==> config.mk <==
export PLATFORM = sky130hd
export DESIGN_NAME = perf_counter_bank
export DESIGN_NICKNAME = d
export VERILOG_FILES = /design/src/rtl/riscv_perf_pkg.sv /design/src/rtl/perf_counter_slice.sv /design/src/rtl/perf_counter_bank.sv
export SDC_FILE = /design/constraint.sdc
export NUM_CORES = 1
export LEC_CHECK = 0
export BUFFER_PORTS_ARGS = -buffer_cell sky130_fd_sc_hd__buf_2
export CAP_MARGIN = 20
export CORE_AREA = 5 5 275 277
export CTS_CLUSTER_DIAMETER = 80
export DETAILED_ROUTE_END_ITERATION = 7
export DIE_AREA = 0 0 280 282
export PLACE_DENSITY = 0.45
export SYNTH_ARGS = -nofsm -noshare
export SYNTH_HDL_FRONTEND = slang
export SYNTH_SLANG_ARGS = --single-unit
==> constraint.sdc <==
create_clock -name clk -period 7.1 [get_ports clk]
set_clock_uncertainty 0.2 [all_clocks]
set_input_delay 1.065 -clock clk [delete_from_list [all_inputs] [get_ports clk]]
set_output_delay 1.065 -clock clk [all_outputs]
set_load 0.05 [all_outputs]
==> src/rtl/riscv_perf_pkg.sv <==
// Shared definitions for the performance counter bank.
//   - default sizing for the bank (counter count, width, event count)
//   - fixed event line indices used by the core when wiring evt[]
//   - idx_width(): index width helper that never collapses to zero bits
package riscv_perf_pkg;

  localparam int DEF_NUM_CNT = 8;
  localparam int DEF_CNT_W   = 32;
  localparam int DEF_NUM_EVT = 16;

  // Event line assignments on the evt[] bus
  localparam int EVT_CYCLE    = 0;
  localparam int EVT_INST     = 1;
  localparam int EVT_BR       = 2;
  localparam int EVT_LD       = 3;
  localparam int EVT_ST       = 4;
  localparam int EVT_BR_TAKEN = 5;
  localparam int EVT_JMP      = 6;

  // clog2 with a floor of 1 so a single-entry table still gets a real port
  function automatic int idx_width(input int n);
    return (n > 1) ? $clog2(n) : 1;
  endfunction

endpackage

==> src/rtl/perf_counter_slice.sv <==
// One performance counter: event select mux, enable, wrapping count,
// sticky overflow flag and clear priority.
// Ports:
//   clk, rst     clock and synchronous active-high reset
//   evt          event level bus shared by all slices
//   freeze       global increment inhibit
//   clr_all      global counter/overflow clear (selection is kept)
//   cfg_load     validated configuration write targeting this slice
//   cfg_sel      event select to load
//   cfg_en       count enable to load
//   rd_clr_hit   clear-on-read targeting this slice
//   cnt          current counter value
//   ovf          sticky overflow flag
module perf_counter_slice import riscv_perf_pkg::*; #(
  parameter int CNT_W   = DEF_CNT_W,
  parameter int NUM_EVT = DEF_NUM_EVT,
  parameter int SEL_W   = idx_width(DEF_NUM_EVT)
) (
  input  logic               clk,
  input  logic               rst,
  input  logic [NUM_EVT-1:0] evt,
  input  logic               freeze,
  input  logic               clr_all,
  input  logic               cfg_load,
  input  logic [SEL_W-1:0]   cfg_sel,
  input  logic               cfg_en,
  input  logic               rd_clr_hit,
  output logic [CNT_W-1:0]   cnt,
  output logic               ovf
);

  logic [SEL_W-1:0] sel_reg;
  logic             en_reg;
  logic [CNT_W-1:0] cnt_reg;
  logic             ovf_reg;
  logic             inc;

  // sel_reg only ever holds a value below NUM_EVT, so the index stays in range
  assign inc = en_reg & evt[sel_reg] & ~freeze;

  always_ff @(posedge clk) begin
    if (rst) begin
      sel_reg <= '0;
      en_reg  <= 1'b0;
      cnt_reg <= '0;
      ovf_reg <= 1'b0;
    end else begin
      // Selection loads even when clr_all coincides; clr_all only zeroes counts
      if (cfg_load) begin
        sel_reg <= cfg_sel;
        en_reg  <= cfg_en;
      end
      if (clr_all || cfg_load) begin
        cnt_reg <= '0;
        ovf_reg <= 1'b0;
      end else if (rd_clr_hit) begin
        // Keep this cycle's event so clear-on-read never drops a count
        cnt_reg <= {{(CNT_W-1){1'b0}}, inc};
        ovf_reg <= 1'b0;
      end else if (inc) begin
        cnt_reg <= cnt_reg + {{(CNT_W-1){1'b0}}, 1'b1};
        if (cnt_reg == {CNT_W{1'b1}}) begin
          ovf_reg <= 1'b1;
        end
      end
    end
  end

  assign cnt = cnt_reg;
  assign ovf = ovf_reg;

endmodule

==> src/rtl/perf_counter_bank.sv <==
// Bank of NUM_CNT event counters with per-counter event select, a
// registered read port with optional clear-on-read, and an overflow IRQ.
// Ports:
//   clk, rst                     clock and synchronous active-high reset
//   evt                          per-cycle event levels
//   freeze                       inhibit all increments
//   clr_all                      clear all counters and overflow flags
//   cfg_we/cfg_idx/cfg_sel/cfg_en  configuration write (clears target)
//   rd_req/rd_idx/rd_clr         read request, index, clear-on-read
//   rd_ack/rd_data/rd_ovf        read response, one cycle after rd_req
//   ovf_irq                      registered OR of all overflow flags
module perf_counter_bank import riscv_perf_pkg::*; #(
  parameter  int NUM_CNT = DEF_NUM_CNT,
  parameter  int CNT_W   = DEF_CNT_W,
  parameter  int NUM_EVT = DEF_NUM_EVT,
  localparam int IDX_W   = idx_width(NUM_CNT),
  localparam int SEL_W   = idx_width(NUM_EVT)
) (
  input  logic               clk,
  input  logic               rst,
  input  logic [NUM_EVT-1:0] evt,
  input  logic               freeze,
  input  logic               clr_all,
  input  logic               cfg_we,
  input  logic [IDX_W-1:0]   cfg_idx,
  input  logic [SEL_W-1:0]   cfg_sel,
  input  logic               cfg_en,
  input  logic               rd_req,
  input  logic [IDX_W-1:0]   rd_idx,
  input  logic               rd_clr,
  output logic               rd_ack,
  output logic [CNT_W-1:0]   rd_data,
  output logic               rd_ovf,
  output logic               ovf_irq
);

  logic [CNT_W-1:0]   cnt_arr [NUM_CNT];
  logic [NUM_CNT-1:0] ovf_vec;
  logic               cfg_ok;

  logic               ack_reg;
  logic [CNT_W-1:0]   data_reg;
  logic               rd_ovf_reg;
  logic               irq_reg;

  logic [CNT_W-1:0]   rd_cnt_mux;
  logic               rd_ovf_mux;

  // Out-of-range index or event select makes the whole write a no-op
  assign cfg_ok = cfg_we && (int'(cfg_idx) < NUM_CNT) && (int'(cfg_sel) < NUM_EVT);

  for (genvar gi = 0; gi < NUM_CNT; gi++) begin : g_slice
    logic cfg_load;
    logic rd_clr_hit;

    assign cfg_load   = cfg_ok && (cfg_idx == IDX_W'(gi));
    assign rd_clr_hit = rd_req && rd_clr && (rd_idx == IDX_W'(gi));

    perf_counter_slice #(
      .CNT_W   (CNT_W),
      .NUM_EVT (NUM_EVT),
      .SEL_W   (SEL_W)
    ) u_slice (
      .clk        (clk),
      .rst        (rst),
      .evt        (evt),
      .freeze     (freeze),
      .clr_all    (clr_all),
      .cfg_load   (cfg_load),
      .cfg_sel    (cfg_sel),
      .cfg_en     (cfg_en),
      .rd_clr_hit (rd_clr_hit),
      .cnt        (cnt_arr[gi]),
      .ovf        (ovf_vec[gi])
    );
  end

  // Decoded read mux; an index with no matching counter falls through to 0
  always_comb begin
    rd_cnt_mux = '0;
    rd_ovf_mux = 1'b0;
    for (int i = 0; i < NUM_CNT; i++) begin
      if (rd_idx == IDX_W'(i)) begin
        rd_cnt_mux = cnt_arr[i];
        rd_ovf_mux = ovf_vec[i];
      end
    end
  end

  always_ff @(posedge clk) begin
    if (rst) begin
      ack_reg    <= 1'b0;
      data_reg   <= '0;
      rd_ovf_reg <= 1'b0;
      irq_reg    <= 1'b0;
    end else begin
      ack_reg <= rd_req;
      // Response captures the pre-edge value; it holds between reads
      if (rd_req) begin
        data_reg   <= rd_cnt_mux;
        rd_ovf_reg <= rd_ovf_mux;
      end
      irq_reg <= |ovf_vec;
    end
  end

  assign rd_ack  = ack_reg;
  assign rd_data = data_reg;
  assign rd_ovf  = rd_ovf_reg;
  assign ovf_irq = irq_reg;

endmodule

==> impl_metrics.toml <==
[sta]
min_period_ns = 3.39
tightest_slew_ns = 1.05
tns_ns = 0
period_share = 0.478
rsz0062_at_grt = "no"
finalMaxSlewViolations = 0
slew_headroom = 0.290
timing.hold.ws_ns = 0.269
setup_viol = 0
fmax_ghz = 0.295
hold_violations = 0

[layout]
stdcell_count = 3219
fin_nets = 2268
antenna_cells = 0
final_cell_mix = "dfxtp_1, nor2_1, a21oi_1, nand2_1, xnor2_1"
drive_gt1_frac = 0.106
syn2layout_area_growth_pct = 14.3
layout_commonest_cell = "dfxtp_1"
largest_reg_flops = 256

[place]
dp.cells = 3136
hpwl_mm = 45.5
gp_congestion = 0.885
portBuffers = 68

[logic_synthesis]
syn_nets = 2260
synth_warnings = 0
synth_top_cell_by_area = "dfxtp_1"
postSynthAreaPerCell_um2 = 8.42
synth-main-ff-cell = "dfxtp_1"
yosysSeqAreaShare = 0.363
ys_ff_latch = 339
ys_types = 69
synth_top_cell_area_share = 0.363
syn_area_um2 = 18700
synth_edf_count = 0
synthCells = 2218
synth-async-reset-ratio = 0
synthTopCellsByArea = "dfxtp_1, mux2i_1, xnor2_1"

[grt]
grt_pass1_vias = 15900
track_usage = 0.155
met1_usage = 0.200
antenna_found_initial = 2
grt-ovfl-total = 0
busiest_layer = "met2"
grt_max_degree = 72
grt_pass1_wl_mm = 96.5
grtUsageMet3 = 0.0271
use_met2 = 0.268

[pwr]
leakage_nw = 6.74
power_density_nw_per_um2 = 210
ir_drop_uv = 155
total_power_w = 0.00448

[clocking]
post_cts_buffers = 0
clkLatencyLatePin_ns = 0.60
cts_hold_buffers = 0
clk_path_buf_depth = 3
cts_sinks = 339
clkTransAtPathRegs_ns = 0.06
clockRootBuffer = "clkbuf_16"
numCtsBuffers = 44
tritoncts = "yes"
cts_max_level = 2
cts_resized = 0

[floorplanning]
die_x_um = 280
io_pins = 69
core_area_um2 = 72600
rows = 99
die_area_um2 = 79000
die_h_um = 282
initial_core_util = 0.257

[drt]
drtPass1Iterations = 5
ant_nets = 0
first_iter_violations = 1200
vias_per_cell = 5.08
drc = 0
wl_per_cell_um = 19.5
routed_wl_mm = 62.9
vias = 16400

[outcome]
status = "finished, final reports clean"

[setup_path]
crit_required_ns = 7.43
worstPathArrival_ns = 3.72
criticalPathCategory = "in -> reg"
cp-start-kind = "input pin"
crit_path_max_fanout = 15
r2r_slack_ns = 3.87
cp-end-kind = "flop"

[worst_hold_path]
min_path_type = "reg -> reg"

[job]
maxCapViolations = 0
## critical path, stage by stage
cell	delay, ns
buf_2	0.23
or3b_1	0.38
a221oi_1	0.22
a22o_1	0.61
buf_4	0.32
nand4_1	0.30
or3_1	0.44
a21oi_1	0.14
## final cells by class
class                      count  area, um^2
inverter                      59         221
fill                        7773       51200
timing repair buffer          96         606
tap                          959        1200
multi-input combinational   1686       11100
clock inverter                13         151
sequential                   339        6790
clock buffer                  67        1310
## report_power, final
part           switching [W]  internal, W
Sequential         0.0000133      0.00192
Clock               0.000917      0.00135
Combinational       0.000203    0.0000821
Total                0.00113      0.00335
## logic make-up after synthesis
logic type | share of synthesized area
AO/OA/AOI/OAI | 0.142
adder cells (fa/ha/maj) | 0.00536
AND/OR/NAND/NOR | 0.241
buffers and inverters | 0.0433
XOR/XNOR | 0.0877
multiplexers | 0.118
flip-flops | 0.363
## synth_stat cells (all sizes together) (48+ instances only)
| library cell | n |
|---|---|
| o211ai | 48 |
| nand4 | 73 |
| dfxtp | 339 |
| mux2i | 131 |
| nor2 | 303 |
| nand3 | 90 |
| buf | 53 |
| inv | 59 |
| clkbuf | 81 |
| o21ai | 76 |
| xnor2 | 140 |
| nand2 | 162 |
| a21oi | 180 |
| and3 | 48 |
## worst paths after layout
| kind | cells past startpoint | start | to |
|---|---|---|---|
| worst max register to register | 6 | g_slice[2].u_slice.sel_reg[0]$_SDFFE_PP0P_ | g_slice[2].u_slice.cnt[24]$_SDFFE_PP0P_ |
| worst max-delay path | 8 | freeze | g_slice[5].u_slice.cnt[26]$_SDFFE_PP0P_ |
| worst min register to register | 2 | rd_ovf$_SDFFE_PP0P_ | rd_ovf$_SDFFE_PP0P_ |
| worst min-delay path | 2 | rd_ovf$_SDFFE_PP0P_ | rd_ovf$_SDFFE_PP0P_ |
## metal layers
metal,share of wire,wire (um)
met1,0.44,27800
met5,0,0
met4,0.023,1420
met2,0.49,30800
met3,0.046,2870
## stage by stage
stage          instance area (um^2)  utilization  setup slack (ns)
6_report                      21400        0.294              3.71
5_1_grt                       21400        0.294              3.51
4_1_cts                       21300        0.294              3.76
3_5_place_dp                  19900        0.274              3.10
3_3_place_gp                  19800        0.273              3.11
2_1_floorplan                 18700            -              4.08
No activity file was read; power rests on OpenSTA's default activity.
